[src/rtl/riscv_mem_pkg.sv]
// riscv_mem_pkg: shared load/store constants, FSM encoding and access sizing
// for the MEM-stage data-memory access unit.
package riscv_mem_pkg;

  localparam int unsigned MEM_TIMEOUT_DEFAULT = 16;

  localparam logic [2:0] F3_LB  = 3'b000;
  localparam logic [2:0] F3_LH  = 3'b001;
  localparam logic [2:0] F3_LW  = 3'b010;
  localparam logic [2:0] F3_LBU = 3'b100;
  localparam logic [2:0] F3_LHU = 3'b101;

  localparam logic [2:0] F3_SB  = 3'b000;
  localparam logic [2:0] F3_SH  = 3'b001;
  localparam logic [2:0] F3_SW  = 3'b010;

  typedef enum logic [1:0] {
    S_IDLE = 2'd0,
    S_BUSY = 2'd1,
    S_DONE = 2'd2
  } mau_state_e;

  typedef enum logic [1:0] {
    SZ_B = 2'd0,
    SZ_H = 2'd1,
    SZ_W = 2'd2
  } mem_size_e;

  // Unlisted funct3 codes fall back to a word access.
  function automatic mem_size_e size_of(
    input logic       is_load,
    input logic [2:0] f3
  );
    mem_size_e sz;
    sz = SZ_W;
    if (f3 == F3_LB || (is_load && f3 == F3_LBU))
      sz = SZ_B;
    else if (f3 == F3_LH || (is_load && f3 == F3_LHU))
      sz = SZ_H;
    return sz;
  endfunction

  function automatic logic misaligned(
    input mem_size_e  sz,
    input logic [1:0] lo
  );
    return (sz == SZ_H && lo[0]) ||
           (sz == SZ_W && lo != 2'b00);
  endfunction

endpackage

[src/rtl/mem_access_unit_load_formatter.sv]
// load_formatter: selects the byte/halfword lane of a read word and
// sign- or zero-extends it to 32 bits.
module load_formatter
  import riscv_mem_pkg::*;
(
  input  logic [31:0] rdata,
  input  logic [1:0]  addr,
  input  logic [2:0]  funct3,
  output logic [31:0] result
);

  logic [7:0]  byte_v;
  logic [15:0] half_v;

  // Lane selection by the low address bits.
  always_comb begin
    byte_v = rdata[7:0];
    unique case (addr)
      2'd0: byte_v = rdata[7:0];
      2'd1: byte_v = rdata[15:8];
      2'd2: byte_v = rdata[23:16];
      2'd3: byte_v = rdata[31:24];
      default: byte_v = rdata[7:0];
    endcase
    half_v = addr[1] ? rdata[31:16] : rdata[15:0];
  end

  // Extension by load type; other codes return the whole word.
  always_comb begin
    result = rdata;
    unique case (funct3)
      F3_LB:   result = {{24{byte_v[7]}}, byte_v};
      F3_LH:   result = {{16{half_v[15]}}, half_v};
      F3_LBU:  result = {24'h0, byte_v};
      F3_LHU:  result = {16'h0, half_v};
      default: result = rdata;
    endcase
  end

endmodule

[src/rtl/mem_access_unit.sv]
// mem_access_unit: MEM-stage load/store sequencer with bus timeout.
// Optional macro MEM_MISALIGN_TRAP_EN traps misaligned half/word accesses.
module mem_access_unit
  import riscv_mem_pkg::*;
#(
  parameter int unsigned TIMEOUT_CYCLES = MEM_TIMEOUT_DEFAULT
) (
  input  logic        clk,
  input  logic        rst,
  input  logic        mem_load_en,
  input  logic        mem_store_en,
  input  logic [2:0]  mem_funct3,
  input  logic [31:0] mem_calculated_result,
  input  logic [31:0] mem_store_data,
  output logic        dmem_req,
  output logic        dmem_we,
  output logic [31:0] dmem_addr,
  output logic [31:0] dmem_wdata,
  output logic [3:0]  dmem_wstrb,
  input  logic        dmem_ack,
  input  logic [31:0] dmem_rdata,
  output logic [31:0] mem_read_data,
  output logic        mem_stall,
  output logic        mem_bus_err,
  output logic        mem_misaligned
);

  localparam logic [7:0] CNT_LAST = 8'(TIMEOUT_CYCLES - 1);

  mau_state_e  state_q;
  mau_state_e  state_d;
  logic [7:0]  cnt_q;
  logic [2:0]  f3_q;
  logic [1:0]  lo_q;
  logic [1:0]  lo;
  logic        req_any;
  logic        is_load;
  logic        accept;
  logic        timeout;
  logic        trap;
  mem_size_e   sz;
  logic [31:0] wdata_d;
  logic [3:0]  wstrb_d;
  logic [31:0] fmt_data;

  assign lo      = mem_calculated_result[1:0];
  assign req_any = mem_load_en | mem_store_en;
  assign is_load = mem_load_en;
  assign sz      = size_of(is_load, mem_funct3);

`ifdef MEM_MISALIGN_TRAP_EN
  assign trap = (state_q == S_IDLE) && req_any &&
                misaligned(sz, lo);
`else
  assign trap = 1'b0;
`endif

  load_formatter u_fmt (
    .rdata  (dmem_rdata),
    .addr   (lo_q),
    .funct3 (f3_q),
    .result (fmt_data)
  );

  // Store lane replication and strobes; reads carry no strobes.
  always_comb begin
    wdata_d = mem_store_data;
    wstrb_d = 4'b1111;
    unique case (sz)
      SZ_B: begin
        wdata_d = {4{mem_store_data[7:0]}};
        wstrb_d = 4'b0001 << lo;
      end
      SZ_H: begin
        wdata_d = {2{mem_store_data[15:0]}};
        wstrb_d = lo[1] ? 4'b1100 : 4'b0011;
      end
      default: begin
        wdata_d = mem_store_data;
        wstrb_d = 4'b1111;
      end
    endcase
    if (is_load)
      wstrb_d = 4'b0000;
  end

  // Next-state, acceptance, timeout and stall.
  always_comb begin
    state_d   = state_q;
    accept    = 1'b0;
    timeout   = 1'b0;
    unique case (state_q)
      S_IDLE: begin
        if (req_any && !trap) begin
          accept  = 1'b1;
          state_d = S_BUSY;
        end
      end
      S_BUSY: begin
        if (dmem_ack) begin
          state_d = S_DONE;
        end else if (cnt_q == CNT_LAST) begin
          timeout = 1'b1;
          state_d = S_DONE;
        end
      end
      S_DONE: state_d = S_IDLE;
      default: state_d = S_IDLE;
    endcase
    mem_stall = accept || (state_q == S_BUSY);
  end

  // State register.
  always_ff @(posedge clk) begin
    if (rst)
      state_q <= S_IDLE;
    else
      state_q <= state_d;
  end

  // Request registers, busy counter and formatted load result.
  always_ff @(posedge clk) begin
    if (rst) begin
      dmem_req      <= 1'b0;
      dmem_we       <= 1'b0;
      dmem_addr     <= '0;
      dmem_wdata    <= '0;
      dmem_wstrb    <= '0;
      mem_read_data <= '0;
      mem_bus_err   <= 1'b0;
      cnt_q         <= '0;
      f3_q          <= '0;
      lo_q          <= '0;
    end else begin
      mem_bus_err <= timeout;
      if (accept) begin
        dmem_req   <= 1'b1;
        dmem_we    <= ~is_load;
        dmem_addr  <= {mem_calculated_result[31:2], 2'b00};
        dmem_wdata <= wdata_d;
        dmem_wstrb <= wstrb_d;
        f3_q       <= mem_funct3;
        lo_q       <= lo;
        cnt_q      <= '0;
      end else if (state_q == S_BUSY) begin
        cnt_q <= cnt_q + 8'd1;
        if (dmem_ack || timeout) begin
          dmem_req      <= 1'b0;
          mem_read_data <= (dmem_ack && !dmem_we) ?
                           fmt_data : '0;
        end
      end
      if (trap)
        mem_read_data <= '0;
    end
  end

`ifdef MEM_MISALIGN_TRAP_EN
  // One-cycle registered trap pulse.
  always_ff @(posedge clk) begin
    if (rst)
      mem_misaligned <= 1'b0;
    else
      mem_misaligned <= trap;
  end
`else
  assign mem_misaligned = 1'b0;
`endif

endmodule

[config.mk]
export PLATFORM = sky130hd
export DESIGN_NAME = mem_access_unit
export DESIGN_NICKNAME = d
export VERILOG_FILES = /design/src/rtl/riscv_mem_pkg.sv /design/src/rtl/mem_access_unit_load_formatter.sv /design/src/rtl/mem_access_unit.sv
export SDC_FILE = /design/constraint.sdc
export NUM_CORES = 1
export LEC_CHECK = 0
export CAP_MARGIN = 20
export CELL_PAD_IN_SITES_DETAIL_PLACEMENT = 0
export CELL_PAD_IN_SITES_GLOBAL_PLACEMENT = 1
export CORE_MARGIN = 5
export CORE_UTILIZATION = 34
export CTS_CLUSTER_SIZE = 25
export DETAILED_ROUTE_END_ITERATION = 10
export HOLD_SLACK_MARGIN = 0.05
export PLACE_DENSITY_LB_ADDON = 0.1
export RECOVER_POWER = 25
export REMOVE_ABC_BUFFERS = 1
export SLEW_MARGIN = 20
export SYNTH_ARGS = -nofsm -noshare
export SYNTH_HDL_FRONTEND = slang
export SYNTH_HIERARCHICAL = 1
export SYNTH_SLANG_ARGS = --single-unit
[constraint.sdc]
create_clock -name clk -period 3.77 [get_ports clk]
set_input_delay 0.377 -clock clk [delete_from_list [all_inputs] [get_ports clk]]
set_output_delay 0.377 -clock clk [all_outputs]
set_load 0.005 [all_outputs]
# After elaboration in Yosys (flattened, before gate mapping)
# Cells that the tools add are included.
# W data, S select, Z words.
[word_totals] regBits=116
[op_classes] add_sub_neg=1 n_eq_ne=14 shift=1 n_mux=22 n_bitwise=3 n_reduce_logical=19
[op_table] op="$pmux W32 S4" n=1
[op_table] op="$pmux W32 S2" n=1
[op_table] op="$mux W32" n=1
[op_table] op="$pmux W8 S4" n=1
[op_table] op="$mux W16" n=1
[op_table] op="$eq A3 B3 Y1 const B" n=4
[op_table] op="$mux W2" n=5
[op_table] op="$add A8 B1 Y8 const B" n=1
[op_table] op="$eq A8 B4 Y1 const B" n=1
[op_table] op="$mux W1" n=8
[op_table] op="$mux W4" n=2
[op_table] op="$pmux W4 S2" n=1
[op_table] op="$eq A2 B1 Y1 const B" n=3
[op_table] op="$eq A3 B1 Y1 const B" n=2
[op_table] op="$logic_not A2 Y1" n=3
[op_table] op="$logic_not A3 Y1" n=2
[op_table] op="$eq A2 B2 Y1 const B" n=2
[op_table] op="$logic_or A1 B1 Y1" n=4
[op_table] op="$pmux W2 S2" n=1
[op_table] op="$reduce_and A2 Y1" n=2
[op_table] op="$reduce_bool A2 Y1" n=2
[op_table] op="$shl A1 B2 Y4 const A" n=1
[op_table] op="$logic_and A1 B1 Y1" n=3
[op_table] op="$ne A3 B3 Y1 const B" n=1
[op_table] op="other kinds (6)" n=7

# Logic depth before layout (Yosys ltp)
[logic_depth] word_depth=8 ltp_mapped=9

# By module
# The synthesis kept the hierarchy.
[modules_own_cells] module="mem_access_unit" n_inst=1 cells_each=587 area_each_um2=5001.0
[modules_own_cells] module="load_formatter" n_inst=1 cells_each=110 area_each_um2=649.4

# Worst setup path before layout
# No wires, ideal clock.
[synth_path] path_type="register to register" from="register lo_q[1]" to="register mem_read_data[19]" arrival_time_ps=1681 t_required_ps=3628 setup_slack_ps=1947 stages_incl_launch_ff=9 n_path_buf=2 cell_sequence="dfxtp_1 > mux4_2 > nand3b_4 > o41a_2 > buf_6 > buf_6 > nand2_1 > a21oi_1 > a211oi_1"
[synth_via] elab_chain_len=4 elab_cells_between_ends=8 classes_between="3 x eq/ne; 4 x mux; 1 x reduce/logical"
[synth_lines] item="start, declared" line_no="mem_access_unit.sv:34" text="logic [1:0] lo_q;"
[synth_lines] item="start signal, assigned" line_no="mem_access_unit.sv:143" text="lo_q <= lo;"
[synth_lines] item="$eq A2 B2 Y1 (tied with other cells)" line_no="mem_access_unit_load_formatter.sv:18" text="unique case (addr)"
[synth_lines] item="$pmux W8 S4" line_no="mem_access_unit_load_formatter.sv:18"
[synth_lines] item="$pmux W32 S4 *" line_no="mem_access_unit_load_formatter.sv:31" text="unique case (funct3)"
[synth_lines] item="net fmt_data[19]" line_no="mem_access_unit.sv:44" text="logic [31:0] fmt_data;"
[synth_lines] item="$mux W32 *" line_no="mem_access_unit.sv:149" text="mem_read_data <= (dmem_ack && !dmem_we) ?"
[synth_lines] item="end signal, assigned" line_no="mem_access_unit.sv:149"
[synth_lines] item="end, declared" line_no="mem_access_unit.sv:22" text="output logic [31:0] mem_read_data,"
# The timed path passes the listed nets; every way through them passes the cells marked *.
# A chain may end at the register's enable or synchronous reset.

# Worst setup path in the final report
[layout_path] from="register cnt_q[4]" to="register mem_read_data[0]"
[layout_via] elab_chain_len=6
[layout_lines] item="start, declared" line_no="mem_access_unit.sv:32" text="logic [7:0] cnt_q;"
[layout_lines] item="start signal, assigned" line_no="mem_access_unit.sv:146" text="cnt_q <= cnt_q + 8'd1;"
[layout_lines] item="$eq A8 B4 Y1" line_no="mem_access_unit.sv:102" text="end else if (cnt_q == CNT_LAST) begin"
[layout_lines] item="$mux W1" line_no="mem_access_unit.sv:102"
[layout_lines] item="$mux W1" line_no="mem_access_unit.sv:100" text="if (dmem_ack) begin"
[layout_lines] item="$mux W1" line_no="mem_access_unit.sv:92" text="unique case (state_q)"
[layout_lines] item="$logic_or A1 B1 Y1" line_no="mem_access_unit.sv:147" text="if (dmem_ack || timeout) begin"
[layout_lines] item="$reduce_and A3 Y1 (no line)"
# No other way between the ends.

==> out/qor.txt <==
r2r startpoint = cnt_q[4]
total track usage = 20.63%
final hold viol count = 0
Slew @ Worst Pin = 1.748 ns
Root Buffer = clkbuf_16
vias in the first global route = 6107
crit path kind = reg2reg
largest net degree at the start of global routing = 65
status = complete, but fails checks
DIE WIDTH = 138.9 um
RSZ-0062 raised after global routing = false
R2R Setup Slk = 1.20 ns
number of synthesized flops with an enable pin = 0
R2R depth = 4
CTS clk-pin slew, worst paths = 0.05 ns
nets = 963
clk_skew = 0.006791 ns
drt via density = 5.580
hold wc startpoint = rst
Worst-Skew Late Latency = 0.41 ns
failing checks = capacitance limit, slew limit
Via Count = 6082
setup violators final = 0
post-synthesis sequential area ratio = 41.10%
Gates resized, CTS repair = 0
clk buf depth = 2
CTS Buf Count = 17
hold_buf cts = 0
max-slew violations = 36
Core Area = 16470 um2
DPL Wire Length = 13830 um
Syn Area/Cell = 8.107 um2
crit-path max FO = 35
proportion of layout cells with a drive suffix above 1 = 7.816%
Synth Instances = 697
initial antenna violation count = 0
I/O Pins = 209
Ys Warns = 6
Synth Flop Type = dfxtp_1
total setup buffers inserted after CTS = 0
flops & latches, synth = 116
CTS sink count = 116
H-tree Lvls = 4
CP arrival = 2.76 ns
reg2reg end = mem_read_data[0]
Post-Route WL = 20680 um
Fmax = 389.1 MHz
GR Overflow Total = 0
commonest non-fill, non-tap cell in the layout = clkdlybuf4s50_1
Die Y = 138.9 um
Initial Util = 34.32%
slew margin rel. = -16.52%
crit share post-route = 68.18%
ant diodes = 0
Worst setup EP type = flip-flop
Critical Path RT = 3.96 ns
Max VDD drop = 0.3112 mV
Power, Total = 3.974 mW
footprint of the multi-input gates = 2984 um2
Leak = 3.090 nW
minimum clock period = 2.570 ns
first-pass GRT wire length = 32530 um
MaxCap Viol Count = 1
ys async rst share = 0%
CTS tree = yes
fill count = 1567
Min-Delay Path Class = in2reg
Worst Hold Path EP = dmem_addr[3]
drt first pass iters = 5
Antenna Nets Post-Route = 0
hold path depth = 2
FF+latch area = 2322 um2
mapped cell area = 5650 um2
Area Overhead vs Synth = 48.23%
unique cell type count in the Yosys netlist = 48
row count = 47
most frequent cells in the layout = 152 x clkdlybuf4s50_1, 139 x a21oi_1, 116 x dfxtp_1
gpl congestion = 0.8339
average routed wire per standard cell = 18.97 um
DP Area = 7755 um2
Hold WS = 0.4012 ns
die area = 19300 um2
Cell Pwr Density = 474.5 nW/um2
Final Instance Area = 8376 um2
# DRC = 0
port bufs = 205
initial drt markers = 317
Critical Path Start Type = flip-flop
-- flip-flops by register name, summed over array words and instances (netlist names) --
name,count
cnt_q,8
dmem_addr,30
dmem_req,1
dmem_wdata,32
dmem_we,1
dmem_wstrb,4
f3_q,3
lo_q,2
mem_bus_err,1
mem_read_data,32
state_q,2
-- critical path: stages, from the launching register on --
cell	delay [ns]
dfxtp_1	0.34
or3_1	0.40
o21bai_2	0.12
clkbuf_1	1.27
a211oi_1	0.21
-- through the flow --
step / instances / setup TNS (ns) / worst slack, ns / util [%]
floorplan: 621 / -58.38 / -1.825 / -
global placement: 1059 / 0 / 1.294 / 47.10
detailed placement: 1059 / 0 / 1.262 / 47.10
CTS: 1090 / 0 / 1.409 / 50.89
global route: 1090 / 0 / 1.069 / 50.87
finish: 1090 / 0 / 1.200 / 50.87
-- synth_stat cells, types with 2 or more instances --
library cell,count,area [um2]
dfxtp_1,116,2322
a311oi_1,16,140.1
o21bai_1,2,15.01
or3_1,6,37.54
nand4b_1,2,17.52
a22oi_1,13,97.59
buf_4,3,22.52
nand2b_1,11,68.82
o21ai_1,2,10.01
a21oi_1,139,695.7
a22o_1,7,61.31
buf_6,5,56.30
inv_1,6,22.52
buf_2,16,80.08
xnor2_1,2,17.52
nand2_1,51,191.4
o31ai_1,2,15.01
a211oi_1,35,262.8
mux2_2,7,78.83
nor2b_1,12,75.07
o32ai_2,8,130.1
or2_2,2,12.51
a2111oi_0,8,70.07
nor2_1,14,52.55
o21ai_0,71,355.3
o2bb2ai_1,4,35.03
nand3_1,63,315.3
clkbuf_1,53,198.9
o211a_1,2,20.02
-- worst max path at each step --
stage             startpoint           endpoint  slack (ns)
6_report            cnt_q[4]   mem_read_data[0]        1.20
5_1_grt             cnt_q[0]  mem_read_data[21]        1.07
4_1_cts              lo_q[1]  mem_read_data[21]        1.41
3_5_place_dp     mem_load_en      dmem_addr[25]        1.26
3_3_place_gp   mem_funct3[1]     dmem_wdata[26]        1.29
2_1_floorplan     state_q[0]   mem_read_data[0]       -1.82
-- report_power, final --
group / switching [mW] / internal, mW
logic: 0.443 / 0.411
registers: 0.0730 / 1.33
clock network: 0.569 / 1.15
total: 1.09 / 2.89
-- per-layer routing --
metal	part of all wire (%)	vias up	routed length, um	GRT usage, %
met2	47	237	9798	32.80
met5	0	-	0	0
met3	9.2	27	1911	8.724
met4	1.7	0	352	6.952
li1	-	2909	-	-
met1	42	2909	8612	25.26
-- cell families after synthesis --
kind of cell             share of synthesized area (%)
other                                          0.06637
AO/OA/AOI/OAI                                    34.43
AND/OR/NAND/NOR                                  15.04
adder cells (fa/ha/maj)                         0.2214
XOR/XNOR                                        0.3101
buffers and inverters                            6.864
multiplexers                                     1.971
flip-flops                                       41.10
-- final cells by class --
class / count / area share (%)
clock inverters: 10 / 1.837
flip-flops and latches: 116 / 27.73
clock buffers: 21 / 5.617
multi-input cells: 498 / 35.63
inverters: 7 / 0.3137
well taps: 220 / 3.287
repair buffers: 218 / 25.59
No activity file was read; power rests on OpenSTA's default activity.
